`config.mk`:
```
export PLATFORM = sky130hd
export DESIGN_NAME = imem_loader
export DESIGN_NICKNAME = d
export VERILOG_FILES = /design/src/rtl/imem_loader.sv
export SDC_FILE = /design/constraint.sdc
export NUM_CORES = 1
export LEC_CHECK = 0
export CORE_MARGIN = 5
export CORE_UTILIZATION = 54
export DETAILED_ROUTE_END_ITERATION = 10
export PLACE_DENSITY = 0.77
export RECOVER_POWER = 50
export SETUP_SLACK_MARGIN = 0.5
export SLEW_MARGIN = 20
export SYNTH_ARGS = -nofsm -noshare
export SYNTH_HDL_FRONTEND = slang
export SYNTH_SLANG_ARGS = --single-unit
```
`constraint.sdc`:
```
create_clock -name clk -period 2.9 [get_ports clk]
set_clock_uncertainty 0.05 [all_clocks]
set_input_delay 0.58 -clock clk [delete_from_list [all_inputs] [get_ports clk]]
set_output_delay 0.58 -clock clk [all_outputs]
set_load 0.05 [all_outputs]
```
`src/rtl/imem_loader.sv`:
```
// Boot-time instruction memory loader: streams a byte image into instruction memory
// from BASE_ADDR while stalling the core, then reports done/err and an additive checksum.
module imem_loader #(
    parameter int unsigned ADDRESS_WIDTH = 32,
    parameter int unsigned DATA_WIDTH    = 8,
    parameter logic [ADDRESS_WIDTH-1:0] BASE_ADDR = 32'hBFC00000,
    parameter int unsigned MAX_BYTES     = 4096,
    parameter int unsigned LEN_WIDTH     = 13
) (
    input  logic                     clk,
    input  logic                     rst,
    input  logic                     start,
    input  logic [LEN_WIDTH-1:0]     len,
    input  logic                     abort,
    input  logic                     in_valid,
    input  logic [DATA_WIDTH-1:0]    in_data,
    output logic                     in_ready,
    output logic                     mem_we,
    output logic [ADDRESS_WIDTH-1:0] mem_addr,
    output logic [DATA_WIDTH-1:0]    mem_wdata,
    output logic                     cpu_stall,
    output logic                     busy,
    output logic                     done,
    output logic                     err,
    output logic [7:0]               checksum
);

    localparam logic [LEN_WIDTH-1:0] MaxLen = LEN_WIDTH'(MAX_BYTES);

    typedef enum logic [1:0] {StIdle, StLoad, StDrain, StDone} state_e;

    state_e                   state_q, state_d;
    logic [ADDRESS_WIDTH-1:0] addr_q, addr_d;
    logic [LEN_WIDTH-1:0]     remain_q, remain_d;
    logic                     mem_we_q, mem_we_d;
    logic [ADDRESS_WIDTH-1:0] mem_addr_q, mem_addr_d;
    logic [DATA_WIDTH-1:0]    mem_wdata_q, mem_wdata_d;
    logic                     err_q, err_d;
    logic [7:0]               checksum_q, checksum_d;
    logic                     len_ok;

    assign len_ok = (len != '0) && (len <= MaxLen) && (len[1:0] == 2'b00);

    always_comb begin
        state_d     = state_q;
        addr_d      = addr_q;
        remain_d    = remain_q;
        mem_we_d    = 1'b0;
        mem_addr_d  = mem_addr_q;
        mem_wdata_d = mem_wdata_q;
        err_d       = 1'b0;
        checksum_d  = checksum_q;

        unique case (state_q)
            StIdle: begin
                if (start) begin
                    if (len_ok) begin
                        state_d    = StLoad;
                        remain_d   = len;
                        addr_d     = BASE_ADDR;
                        checksum_d = 8'h00;
                    end else begin
                        err_d = 1'b1;
                    end
                end
            end
            StLoad: begin
                // Abort wins over a byte offered in the same cycle; that byte is dropped.
                if (abort) begin
                    state_d = StIdle;
                    err_d   = 1'b1;
                end else if (in_valid) begin
                    mem_we_d    = 1'b1;
                    mem_addr_d  = addr_q;
                    mem_wdata_d = in_data;
                    addr_d      = addr_q + ADDRESS_WIDTH'(1);
                    remain_d    = remain_q - LEN_WIDTH'(1);
                    checksum_d  = checksum_q + 8'(in_data);
                    if (remain_q == LEN_WIDTH'(1)) begin
                        state_d = StDrain;
                    end
                end
            end
            StDrain: state_d = StDone;
            StDone:  state_d = StIdle;
            default: state_d = StIdle;
        endcase
    end

    always_ff @(posedge clk) begin
        if (rst) begin
            state_q     <= StIdle;
            addr_q      <= BASE_ADDR;
            remain_q    <= '0;
            mem_we_q    <= 1'b0;
            mem_addr_q  <= BASE_ADDR;
            mem_wdata_q <= '0;
            err_q       <= 1'b0;
            checksum_q  <= 8'h00;
        end else begin
            state_q     <= state_d;
            addr_q      <= addr_d;
            remain_q    <= remain_d;
            mem_we_q    <= mem_we_d;
            mem_addr_q  <= mem_addr_d;
            mem_wdata_q <= mem_wdata_d;
            err_q       <= err_d;
            checksum_q  <= checksum_d;
        end
    end

    // Handshake and status are pure state decodes so no input reaches an output.
    assign in_ready  = (state_q == StLoad);
    assign cpu_stall = (state_q == StLoad) || (state_q == StDrain);
    assign busy      = (state_q != StIdle);
    assign done      = (state_q == StDone);
    assign err       = err_q;
    assign mem_we    = mem_we_q;
    assign mem_addr  = mem_addr_q;
    assign mem_wdata = mem_wdata_q;
    assign checksum  = checksum_q;

endmodule

```
==> metrics.md, run 1 <==
| Metric | Value |
|---|---|
| Result of the run | complete, no violations |
| Total of fill cells in the finished design | 667 |
| DRT Pass-1 Iters | 5 |
| Pins Over Slew Limit | 0 |
| Pin count of the biggest net entering global routing | 43 |
| Crit-path slowest cell | sky130_fd_sc_hd__or4b_1 |
| Relative slew slack | 47.8% |
| Yosys top cell area share | 39.4% |
| Design Area, Final | 0.00662 mm^2 |
| Via count of the first global-routing pass | 5021 |
| Latest clock arrival within the worst-skew pair | 360 ps |
| RePlAce Congestion | 0.860 |
| Multi-input logic area | 0.00295 mm^2 |
| Most numerous cell types in the synthesized netlist | 120 x sky130_fd_sc_hd__nand2_1, 97 x sky130_fd_sc_hd__dfxtp_1, 91 x sky130_fd_sc_hd__a21oi_1 |
| Count of boundary I/O pins | 80 |
| Fin crit period | 2500 ps |
| Footprint of the flip-flops and latches | 0.00194 mm^2 |
| Setup repair after global routing missed its margin | true |
| Critical-path cell list | ha_1 > buf_12 > nand3b_1 > o21ai_4 > buf_12 > o311ai_4 > or4b_1 > o31a_1 |
| Measured slew at the worst slew-check pin | 784 ps |
| Post-synthesis cell type count | 57 |
| Total of buffers placed on input and output ports | 79 |
| Standard cell core area | 0.00881 mm^2 |
| Total negative setup slack | 0 ps |
| Met2 GRT Util | 44.6% |
| Average routed wire per standard cell | 17.8 um |
| Die extent in y | 106 um |
| Endpoint of the worst register-to-register path | addr_q[22]$_SDFFE_PP1P_ |
| Fraction of registers with async set or reset after synthesis | 0% |
| Portion of the post-synthesis area used by sequential elements | 39.4% |
| Hold Path Origin | mem_addr[5]$_SDFFE_PP0P_ |
| Crit-path max cell delay | 520 ps |
| Kind of end point of the critical path | flip-flop |
| First-pass GRT wire length | 24600 um |
| Largest driver fanout on the critical path | 20 |
| Gate family responsible for the most delay along the worst path | simple AND/OR/NAND/NOR gates |
| Floorplan die width | 106 um |
| Highest ir drop seen on vdd | 0.332 mV |
| Post-synthesis instance area | 0.00493 mm^2 |
| Final critical-path share of the clock period | 86.1% |
| Worst setup slack for register-to-register paths | 400 ps |
| Area grow syn2layout | 34.4% |
| Worst endpoint required time | 3090 ps |
| Largest cells by area after synthesis | sky130_fd_sc_hd__dfxtp_1 39%, sky130_fd_sc_hd__a21oi_1 9.2%, sky130_fd_sc_hd__nand2_1 9.1% |
| Wire length reported by the detailed router | 15200 um |
| Starting DRT DRC Count | 481 |
| Syn nets | 679 |
| Number of buffers added by the clock tree synthesis step | 9 |
| Met1 global-route usage | 33.4% |
| Global-route congestion overflow total | 0 |
| Fmax | 400 MHz |
| Post-layout utilization of the core | 75.2% |
| Max cap viols | 0 |
| Final Hold Vio Count | 0 |
| Row count | 34 |
| Post-CTS clock slew at the launch and capture registers of the worst setup and hold paths | 110 ps |
| Dominant register cell in the synthesized netlist | sky130_fd_sc_hd__dfxtp_1 |
| Total number of nets in the final design | 784 |
| DRC | 0 |
| Data arrival, critical path | 2690 ps |
| Most frequent cell on the critical path | sky130_fd_sc_hd__buf_12 |
| Overall via count from detail_route | 5407 |
| Worst Reg2Reg Path Length in Cells | 8 |
| R2r startpoint | state_q[0]$_SDFFE_PP0P_ |
| Dominant cell by count in the synthesized netlist | sky130_fd_sc_hd__nand2_1 |
| Hold depth | 2 |
| TritonCTS sink count | 97 |
| Ys Warns | 0 |
| Clock buffer depth | 2 |
| Number of cells produced by synthesis | 637 |
| Final setup viols | 0 |
| P per Cell Area | 550 mW/mm^2 |
| Count of buffer and inverter cells on the critical path | 2 |
| Share of cells above drive strength 1 | 14.7% |
| Category of the worst setup path launch point | flip-flop |
| Library cell occupying the most area in the post-synthesis netlist | sky130_fd_sc_hd__dfxtp_1 |
| Combined global-route utilization of all metal layers | 26.1% |
| Placement-stage cell area | 0.00597 mm^2 |
| Clock tree from TritonCTS | yes |
| H-tree levels | 3 |
| Leak pwr | 2.49 nW |
| Flip-flop and latch count after synthesis | 97 |
| Antenna violations before repair | 0 |
| Clk root buf | sky130_fd_sc_hd__clkbuf_8 |
| Hold Path Class | flip-flop to flip-flop |
| Post-DR vias/cell | 6.33 |
| Post-synth EDFFs | 0 |
| Avg Cell Area, Syn | 7.74 um^2 |
| Die footprint | 0.0111 mm^2 |
| Busiest grt layer | met2 |
| Initial standard-cell utilization of the core | 56.0% |
| Antenna Cells | 0 |
| Number of nets with antenna violations after routing | 0 |
| Terminating pin of the worst hold path | mem_addr[5]$_SDFFE_PP0P_ |
| Start-to-end type of the worst setup path | flip-flop to flip-flop |
| Met3 routing resource usage after global routing | 4.65% |
| Final HPWL DP | 8990 um |
-- layout by cell type, fill, tap and decap left out, types with 9 or more instances in the layout --
cell type / count
sky130_fd_sc_hd__nand2_1: 120
sky130_fd_sc_hd__dfxtp_1: 96
sky130_fd_sc_hd__a21oi_1: 86
sky130_fd_sc_hd__buf_4: 35
sky130_fd_sc_hd__nor2_1: 33
sky130_fd_sc_hd__nand3_1: 32
sky130_fd_sc_hd__dlygate4sd3_1: 32
sky130_fd_sc_hd__clkdlybuf4s50_1: 28
sky130_fd_sc_hd__o21ai_0: 25
sky130_fd_sc_hd__nor3_1: 18
sky130_fd_sc_hd__inv_1: 15
sky130_fd_sc_hd__ha_1: 15
sky130_fd_sc_hd__or4_1: 10
sky130_fd_sc_hd__nand4_1: 10
sky130_fd_sc_hd__or3_1: 10
sky130_fd_sc_hd__clkbuf_8: 10
sky130_fd_sc_hd__and3_1: 9
-- where the power goes --
part	total (mW)	internal (mW)	switching (mW)
registers	1.44	1.39	0.0542
logic	1.19	0.486	0.701
clock network	1.02	0.514	0.502
total	3.64	2.39	1.26
-- timing repair --
item,4_1_cts,5_1_grt
pin swaps,16,12
gates cloned,5,1
setup buffers,13,4
hold buffers,0,0
endpoints found under the setup margin,58,41
gates resized for setup,56,39
-- layer usage --
layer | vias to the layer above | part of all wire, %
li1 | 2547 | -
met4 | 0 | 2.6
met3 | 51 | 7.4
met5 | - | 0
met1 | 2520 | 41
met2 | 289 | 49
-- state kept, by name, summed over array words and instances (netlist names), named ones only --
name and flops:
state_q 1, addr_q 32, remain_q 13, mem_we 1
checksum 8, err 1, mem_wdata 8, mem_addr 32
-- tightest hold or removal path: cells and delay by family (launching register included) --
kind | cells | cell delay [ps]
AND/OR/NAND/NOR | 1 | 50
flip-flops | 1 | 320
AO/OA/AOI/OAI | 1 | 50
-- kinds of logic (layout without fill, tap and decap cells) --
kind of cell / after synthesis / after routing / synth area share [%]
adders and majority gates: 16 / 16 / 4.21
DFF: 97 / 97 / 39.4
AOI/OAI and AO/OA: 172 / 175 / 20.8
buffers and inverters: 55 / 161 / 4.47
xor gates and xnor gates: 3 / 3 / 0.533
muxes: 5 / 5 / 1.04
and+or+nand+nor: 289 / 289 / 29.6
-- cell type report --
class,instances,share of cell area [%]
tap,108,2.04
timing repair buffer,131,19.8
clock buffer,10,2.08
clock inverter,5,1.30
sequential,97,29.3
inverter,15,0.850
multi-input combinational,488,44.5
-- worst max path at each step --
stage	startpoint	endpoint	slack (ps)	depth (start not counted)
5_1_grt	flip-flop	addr_q[20]$_SDFFE_PP0P_	260	10
6_report	state_q[0]$_SDFFE_PP0P_	addr_q[22]$_SDFFE_PP1P_	400	8
3_5_place_dp	len[5]	addr_q[5]$_SDFFE_PP0P_	-260	7
2_1_floorplan	len[8]	addr_q[31]$_SDFFE_PP1P_	340	6
3_3_place_gp	len[5]	addr_q[5]$_SDFFE_PP0P_	-200	7
4_1_cts	start	addr_q[22]$_SDFFE_PP1P_	500	8
-- metrics by stage --
step	instances	hold WS [ps]	total power, mW	worst slack (ps)
global route	854	428	3.79	261
detailed placement	816	396	2.39	-259
CTS	849	410	3.55	500
global placement	816	392	2.38	-205
floorplan	637	384	2.09	337
finish	854	403	3.64	402
Power figures use the tool's default switching activity.
==> run 2, diff against run 1 <==
--- a/config.mk
+++ b/config.mk
@@ -5,10 +5,12 @@
 export SDC_FILE = /design/constraint.sdc
 export NUM_CORES = 1
 export LEC_CHECK = 0
+export CELL_PAD_IN_SITES_DETAIL_PLACEMENT = 0
+export CELL_PAD_IN_SITES_GLOBAL_PLACEMENT = 2
 export CORE_MARGIN = 5
-export CORE_UTILIZATION = 54
+export CORE_UTILIZATION = 31
 export DETAILED_ROUTE_END_ITERATION = 10
-export PLACE_DENSITY = 0.77
+export PLACE_DENSITY = 0.76
 export RECOVER_POWER = 50
 export SETUP_SLACK_MARGIN = 0.5
 export SLEW_MARGIN = 20
==> run 2 against run 1 <==
Compared with the run above:
- routed wire length up 3.4%
- non-clock buffer count up 8
- count of clock-buffer cells in the layout up 1
- register-to-register slack better by 190 ps
- critical path type is now primary input to flip-flop
- largest power group unchanged
==> metrics.md, run 2 (synthesis gave the netlist of run 1 again) <==
| Metric | Value |
|---|---|
| Total number of nets in the final design | 789 (+0.64%) |
| Gate family responsible for the most delay along the worst path | simple AND/OR/NAND/NOR gates |
| Multi-input logic area | 0.00298 mm^2 (+1.0%) |
| Antenna Cells | 0 (unchanged) |
| Initial standard-cell utilization of the core | 31.4% (-25 points) |
| Leak pwr | 2.66 nW (+6.5%) |
| Count of boundary I/O pins | 80 (unchanged) |
| Total of fill cells in the finished design | 1580 (+140%) |
| Number of nets with antenna violations after routing | 0 (unchanged) |
| Overall via count from detail_route | 5102 (-5.6%) |
| Layout Cells excl Fill | 967 (+13%) |
| Final HPWL DP | 10400 um (+16%) |
| Relative slew slack | 45.0% (-2.7 points) |
| Crit-path max cell delay | 610 ps (+90 ps) |
| Footprint of the flip-flops and latches | 0.00194 mm^2 (about the same) |
| Placed cell count | 929 (+14%) |
| Final Hold Vio Count | 0 (unchanged) |
| Terminating pin of the worst hold path | mem_wdata[1]$_SDFFE_PP0P_ |
| Combined global-route utilization of all metal layers | 17.0% (-9.1 points) |
| Fmax | 402 MHz (+0.47%) |
| Worst setup slack for register-to-register paths | 590 ps (+190 ps) |
| Via count of the first global-routing pass | 4875 (-2.9%) |
| H-tree levels | 3 (unchanged) |
| Global-route congestion overflow total | 0 (unchanged) |
| Die extent in y | 136 um (+29%) |
| Starting DRT DRC Count | 323 (-33%) |
| DRT Pass-1 Iters | 5 (unchanged) |
| Critical-path cell list | buf_6 > or4_1 > nor4_4 > buf_4 > buf_6 > o31ai_4 > buf_12 > buf_12 > o211ai_1 > o31ai_4 |
| Largest driver fanout on the critical path | 7 (-65%) |
| Antenna violations before repair | 0 (unchanged) |
| Standard cell core area | 0.0157 mm^2 (+78%) |
| Floorplan die width | 136 um (+29%) |
| Start-to-end type of the worst setup path | primary input to flip-flop |
| Post-layout utilization of the core | 44.7% (-31 points) |
| Max cap viols | 0 (unchanged) |
| Number of buffers added by the clock tree synthesis step | 9 (unchanged) |
| Pins Over Slew Limit | 0 (unchanged) |
| Clk root buf | sky130_fd_sc_hd__clkbuf_16 |
| RePlAce Congestion | 0.784 (-8.9%) |
| Kind of end point of the critical path | flip-flop |
| Latest clock arrival within the worst-skew pair | 350 ps (about the same) |
| Post-DR vias/cell | 5.28 (-17%) |
| Post-CTS clock slew at the launch and capture registers of the worst setup and hold paths | 70 ps (-40 ps) |
| Share of cells above drive strength 1 | 18.5% (+3.8 points) |
| Row count | 46 (+35%) |
| Commonest cells after routing, fill and taps aside | 120 x sky130_fd_sc_hd__nand2_1, 97 x sky130_fd_sc_hd__dfxtp_1, 79 x sky130_fd_sc_hd__a21oi_1, 41 x sky130_fd_sc_hd__dlygate4sd3_1, 41 x sky130_fd_sc_hd__buf_4 |
| Design Area, Final | 0.00702 mm^2 (+6.0%) |
| Area grow syn2layout | 42.5% |
| Total of buffers placed on input and output ports | 79 (unchanged) |
| First-pass GRT wire length | 25300 um (+2.9%) |
| R2r startpoint | state_q[0]$_SDFFE_PP0P_ |
| Worst Reg2Reg Path Length in Cells | 8 (unchanged) |
| Hold depth | 2 (unchanged) |
| Wire length reported by the detailed router | 15800 um (+3.4%) |
| Crit-path slowest cell | sky130_fd_sc_hd__or4_1 |
| Hold Path Class | flip-flop to flip-flop |
| Result of the run | complete, no violations |
| TritonCTS sink count | 97 (unchanged) |
| Highest ir drop seen on vdd | 0.273 mV (-18%) |
| Pin count of the biggest net entering global routing | 45 (+4.7%) |
| P per Cell Area | 589 mW/mm^2 (+7.0%) |
| Category of the worst setup path launch point | primary input |
| Worst endpoint required time | 3070 ps (-20 ps) |
| Total negative setup slack | 0 ps (unchanged) |
| Setup repair after global routing missed its margin | true |
| Leading cell type in the layout, fill and taps excluded | sky130_fd_sc_hd__nand2_1 |
| Die footprint | 0.0185 mm^2 (+66%) |
| Measured slew at the worst slew-check pin | 825 ps (+40.9 ps) |
| Average routed wire per standard cell | 16.3 um (-8.7%) |
| Final setup viols | 0 (unchanged) |
| Placement-stage cell area | 0.00619 mm^2 (+3.7%) |
| Data arrival, critical path | 2660 ps (-30 ps) |
| Endpoint of the worst register-to-register path | addr_q[22]$_SDFFE_PP1P_ |
| Hold Path Origin | mem_wdata[1]$_SDFFE_PP0P_ |
| Clock tree from TritonCTS | yes |
| Worst hold margin | 400 ps (-2.73 ps) |
| Clock buffer depth | 2 (unchanged) |
| Count of buffer and inverter cells on the critical path | 5 (+3) |
| Fin crit period | 2490 ps (-11.7 ps) |
| DRC | 0 (unchanged) |
| Final critical-path share of the clock period | 85.7% (-0.40 points) |
[run 2: how the worst max path moves through the flow]
stage	depth (start not counted)	to	slack, ps	from
after global placement	7	addr_q[31]$_SDFFE_PP1P_	-120	len[8]
final	10	remain_q[6]$_SDFFE_PP0P_	410	len[11]
after global routing	10	remain_q[6]$_SDFFE_PP0P_	310	len[11]
after floorplan	6	addr_q[31]$_SDFFE_PP1P_	340	len[8]
after detailed placement	7	addr_q[22]$_SDFFE_PP1P_	-150	len[8]
after CTS	7	addr_q[22]$_SDFFE_PP1P_	420	len[0]
[run 2: tightest hold or removal path: stages, from the launching register on]
cell and delay [ps]:
sky130_fd_sc_hd__dfxtp_1 310, sky130_fd_sc_hd__nand2_1 50, sky130_fd_sc_hd__a21oi_1 50
[run 2: report_power, final]
| part | switching (mW) | internal (mW) | total, mW | leakage, nW |
|---|---|---|---|---|
| clock network | 0.537 | 0.890 | 1.43 | 0.172 |
| logic | 0.721 | 0.548 | 1.27 | 1.70 |
| registers | 0.0512 | 1.39 | 1.44 | 0.785 |
[run 2: cell type report]
| cell class | count | share of cell area (%) |
|---|---|---|
| Tap cell | 216 | 3.85 |
| Inverter | 15 | 0.855 |
| Timing Repair Buffer | 139 | 20.2 |
| Clock inverter | 4 | 1.41 |
| Multi-Input combinational cell | 485 | 42.4 |
| Sequential cell | 97 | 27.7 |
| Clock buffer | 11 | 3.60 |
[run 2: stage by stage]
stage	worst slack, ps	power, mW
2_1_floorplan	337	2.09
3_3_place_gp	-119	2.47
4_1_cts	415	4.05
5_1_grt	306	4.34
6_report	414	4.13
3_5_place_dp	-154	2.48
[run 2: repair_timing]
action                     4_1_cts  5_1_grt
pin swaps                       11       43
buffers inserted                 4       13
gates cloned                     6        0
setup endpoints to repair       58       55
resized for setup               56       63
hold buffers                     0        0
[run 2: per-layer routing]
metal / routed length [um] / vias up / part of all wire, % / global-route usage (%)
met5: 0 / - / 0 / 0
li1: - / 2534 / - / -
met1: 7150 / 2446 / 45 / 22.1
met3: 666 / 14 / 4.2 / 2.96
met4: 187 / 0 / 1.2 / 6.16
met2: 7750 / 108 / 49 / 28.2
==> variant 1: new RTL, config.mk and constraints of run 2 <==
`ADDRESS_WIDTH`: 32 -> 48.
--- a/src/rtl/imem_loader.sv
+++ b/src/rtl/imem_loader.sv
@@ -2,5 +2,5 @@
 // from BASE_ADDR while stalling the core, then reports done/err and an additive checksum.
 module imem_loader #(
-    parameter int unsigned ADDRESS_WIDTH = 32,
+    parameter int unsigned ADDRESS_WIDTH = 48,
     parameter int unsigned DATA_WIDTH    = 8,
     parameter logic [ADDRESS_WIDTH-1:0] BASE_ADDR = 32'hBFC00000,
Ports: changed (resized mem_addr); port bits go from 80 to 96. The function was not compared with the original's and may differ.
==> variant 1 against run 2 <==
Combinational power down 14%; wire length up 24%; sequential cell count up 32; global-route usage down 0.68 points; power up 26%; synthesized area up 28%; cell count up 26%; design area up 23%; worst setup slack better by 41 ps.
==> variant 1: results (changes against run 2) <==
layout:
  final_nets: 974  # +23%
  drive_gt1_share_pct: 15.7  # -2.8 points
  n_fill_cell: 2001  # +27%
run_status:
  status: "finished, final reports clean"
clock_tree:
  h-tree-depth: 4  # +1
  clk_latency_ps: 430  # +80 ps
  cts_buffers: 17  # +8
yosys:
  synth_area_leaders: "dfxtp_1 41%, nand2_1 9.5%, a21oi_1 8.2%"
  syn_nets: 855  # +26%
  synth_compound_area_share_pct: 21.8  # +0.99 points
  seq_area_frac_synth_pct: 41.0  # +1.6 points
  yosys.area_share.xor_xnor_pct: 0.695  # +0.16 points
  synth_cell_types: 68  # +19%
  synthMuxAreaShare_pct: 0.655  # -0.39 points
  synth-adder-area-share_pct: 3.29  # -0.92 points
  netlist_top_cells_count: "159 x nand2_1, 129 x dfxtp_1, 103 x a21oi_1, 47 x nor2_1, 43 x clkbuf_1"
drt:
  drt_first_iter_violations: 316  # -2.2%
  wire_per_inst_um: 16.1  # -1.2%
  vias_per_cell: 5.20  # -1.5%
global_routing:
  grt_usage_pct: 16.3  # -0.68 points
  grt_max_degree: 59  # +31%
  grt_pass1_vias: 6369  # +31%
  grt_pass1_wl_mm: 31.7  # +25%
placement:
  pre_cts_ws_ps: -338  # -184 ps
  gp_congestion: 0.840  # +7.2%
  io_buffer_count: 95  # +20%
  dpl.hpwl_mm: 13.7  # +32%
critical_path:
  r2r_cells: 9  # +1
  timing.rr.end: "addr_q[27]"
  crit_end: "addr_q[42]"
  crit_path_start: "len[4]"
  worstPathMaxFanout: 6  # -1
  r2r_slack_ps: 500  # -90 ps
  worstPathArrival_ps: 2750  # +90 ps
pwr:
  irDropWorstVdd_mv: 0.384  # +41%
  power.net_switching_w: 0.00153  # +17%
  p_leak_nw: 3.29  # +24%
sta:
  max_freq_mhz: 409  # +1.7%
  finalSetupViolations: 0  # unchanged
  worst-slew-pin-transition_ps: 642  # -183 ps
min_path:
  min-delay-start: "mem_addr[32]"
  hold_end: "mem_addr[32]"
-- variant 1: changes by cell type after synthesis, moves of 5 or more --
cell,delta
nand2_1,+39
dfxtp_1,+32
o21ai_1,+15
nor2_1,+14
a31oi_1,+13
a21oi_1,+12
nand3b_1,+12
a21o_1,+11
clkbuf_1,+11
nand4_1,+7
o32ai_1,-6
or3_1,-5
-- variant 1: power by group through the flow --
stage	clock (W)	combinational, W	sequential (W)
after floorplan	0	0.000580	0.00196
after global placement	0	0.00101	0.00190
after detailed placement	0	0.00102	0.00191
after CTS	0.00230	0.00107	0.00187
after global routing	0.00237	0.00119	0.00188
final	0.00225	0.00109	0.00187
-- variant 1: what timing repair did --
item,4_1_cts,5_1_grt
setup endpoints to repair,75,60
cloned,2,0
buffers inserted,8,0
pin swaps,12,14
resized for setup,39,49
endpoints found under the hold margin,0,0
-- variant 1: per-stage QoR --
step                area [um^2]  cells  hold slack, ps
floorplan                  6320    813             383
global placement           7800   1173             393
detailed placement         7800   1173             396
CTS                        8560   1215             404
global route               8620   1215             417
finish                     8620   1215             399
-- variant 1: routing by layer --
metal  share of wire (%)  track usage [%]  vias up
li1                    -                -     3154
met5                   0                0        -
met2                  50             28.2      142
met1                  45             19.9     2997
met4                 1.1             5.30        0
met3                 4.4             3.86       21
-- variant 1: cell families after synthesis --
logic type,count (synthesis)
XOR/XNOR,5
AO/OA/AOI/OAI,230
AND/OR/NAND/NOR,358
buffers and inverters,71
flip-flops,129
multiplexers,4
adder cells (fa/ha/maj),16
-- variant 1: cell type report --
class                           instances  share of cell area (%)
Clock inverter                          8                    1.47
Clock buffer                           24                    5.70
Timing Repair Buffer                  157                    16.7
Inverter                               13                   0.566
Multi-Input combinational cell        614                    41.6
Sequential cell                       129                    30.0
Tap cell                              270                    3.92
==> variant 2: new RTL, flow settings as in run 2 <==
Made on the original files. Make the reset (`rst`) asynchronous in one clocked block.
--- a/src/rtl/imem_loader.sv
+++ b/src/rtl/imem_loader.sv
@@ -88,5 +88,5 @@
     end
 
-    always_ff @(posedge clk) begin
+    always_ff @(posedge clk or posedge rst) begin
         if (rst) begin
             state_q     <= StIdle;
Behaviour: differs if rst is asserted again (counterexample within 4 cycles, from zero or initial values and one cycle with rst high); with rst held inactive, the same outputs for 10 cycles.
==> variant 2 against run 2 <==
Design area fell by 5.8%; first-iteration DRC count is 55% lower; non-clock buffer count down 30; sequential cell count is the same; worst setup slack improved by 170 ps; synthesized area up 2.2%; wire length is 12% lower; die area grew 2.0%; critical path type unchanged.
Power is not compared: it rests on default switching activity, and its combinational part moved more than twofold at a synthesized area within 25%.
==> variant 2: results (changes against run 2) <==
layout:
  drive_gt1_share_pct: 12.1  # -6.4 points
  antennaDiodeCount: 0  # unchanged
  final_nets: 697  # -12%
drt:
  wire_per_inst_um: 15.8  # -2.8%
  first_pass_iters: 4  # -1
  via_count: 4463  # -13%
  drt_first_iter_violations: 146  # -55%
yosys:
  synth-adder-area-share_pct: 4.12  # -0.090 points
  seq_area_frac_synth_pct: 48.6  # +9.2 points
  synth_area_leaders: "dfrtp_1 39%, nand2_1 12%, dfstp_2 9.4%"
  synth_most_common_cell: "nand2_1"
  synthMuxAreaShare_pct: 0.199  # -0.84 points
  synthFlopType: "dfrtp_1"
  syn_nets: 604  # -11%
  ys_async_sr_fraction_pct: 100  # +100 points
  synth_cell_types: 58  # +1.8%
  netlist_top_cells_count: "157 x nand2_1, 79 x dfrtp_1, 54 x o21ai_0, 24 x nand3_1, 23 x a21oi_1"
  yosys.area_share.xor_xnor_pct: 0.870  # +0.34 points
  synth_compound_area_share_pct: 18.6  # -2.2 points
placement:
  gp_congestion: 0.783  # about the same
  placed_area_um2: 6180  # -0.20%
  dpl.hpwl_mm: 9.55  # -8.2%
  pre_cts_ws_ps: 81.4  # +235 ps
global_routing:
  antenna_found_initial: 0  # unchanged
  grt_pass1_wl_mm: 22.6  # -11%
  grt_usage_pct: 15.0  # -1.9 points
  grt_max_degree: 40  # -11%
  grt_pass1_vias: 4469  # -8.3%
clock_tree:
  clk_pin_slew_ps: 70  # about the same
  cts_buffers: 9  # unchanged
  clk_latency_ps: 350  # about the same
  clock_path_buffers: 2  # unchanged
  root_buffer: "clkbuf_16"
pwr:
  p_leak_nw: 2.92
run_status:
  status: "finished, final reports clean"
critical_path:
  path_delay_family: "compound AO/OA/AOI/OAI gates"
  critPathMaxStageDelay_ps: 490  # -120 ps
  slowest_stage: "o31ai_4"
  r2r_slack_ps: 630  # +40 ps
  worstPathMaxFanout: 7  # unchanged
  worstPathArrival_ps: 2500  # -160 ps
sta:
  slew_headroom_pct: 28.4  # -17 points
  setup_ws_ps: 587  # +174 ps
## variant 2: cell count changes after synthesis, moves of 18 or more
cell | run 2 | this run
nand2_1 | 120 | 157
dfstp_2 | 0 | 18
dfxtp_1 | 97 | 0
a21oi_1 | 91 | 23
o21ai_0 | 33 | 54
dfrtp_1 | 0 | 79
## variant 2: timing repair
action,4_1_cts,5_1_grt
resized for setup,6,25
buffers inserted,1,7
gates cloned,0,3
endpoints found under the setup margin,7,44
pin swaps,3,3
## variant 2: layer usage
metal	GRT usage (%)	vias to the layer above	part of all wire [%]
met1	19.2	2175	43
li1	-	2186	-
met3	3.65	11	4.7
met4	4.82	0	1.4
met5	0	-	0
met2	25.0	91	50
## variant 2: final cells by class
class,instances,area (um^2)
fill,1610,9270
clock buffer,14,265
clock inverter,2,11.3
tap,216,270
inverter,14,53.8
timing repair buffer,109,1120
multi-input combinational,424,2440
sequential,97,2450
## variant 2: final timing paths
path | start | end | cells past startpoint
min in group asynchronous | rst | mem_addr[14] | 2
min reg2reg | mem_addr[28] | mem_addr[28] | 2
max in group asynchronous | rst | addr_q[22] | 3
max reg2reg | state_q[0] | addr_q[3] | 9
min | mem_addr[28] | mem_addr[28] | 2
max | len[3] | checksum[7] | 7
## variant 2: logic make-up after synthesis
| group | count (synthesis) |
|---|---|
| flip-flops | 97 |
| multiplexers | 1 |
| AO/OA/AOI/OAI | 144 |
| AND/OR/NAND/NOR | 258 |
| XOR/XNOR | 5 |
| adder cells (fa/ha/maj) | 16 |
| buffers and inverters | 41 |
## variant 2: power groups by stage
stage                     Clock [W]  Combinational (W)  Sequential [W]
after global placement            0            0.00285         0.00201
after CTS                   0.00121            0.00288         0.00199
after global routing        0.00126            0.00327         0.00204
after floorplan                   0            0.00130         0.00265
after detailed placement          0            0.00287         0.00201
final                       0.00116            0.00301         0.00199
## variant 2: through the flow
step	instances	util, %	power (W)	hold WS, ps
finish	876	41.7	0.00616	408
global route	876	41.7	0.00658	424
global placement	849	38.9	0.00486	400
detailed placement	849	38.9	0.00489	400
CTS	866	40.7	0.00608	411
floorplan	562	-	0.00395	392
## variant 2: worst register-to-register path, cell delays in order (launching register included)
cell and delay [ps]:
dfrtp_1 430, inv_1 140, ha_1 270, inv_1 100, o21ai_1 330, o31ai_4 240
buf_4 200, clkbuf_16 150, o21ai_0 170, o31ai_1 90
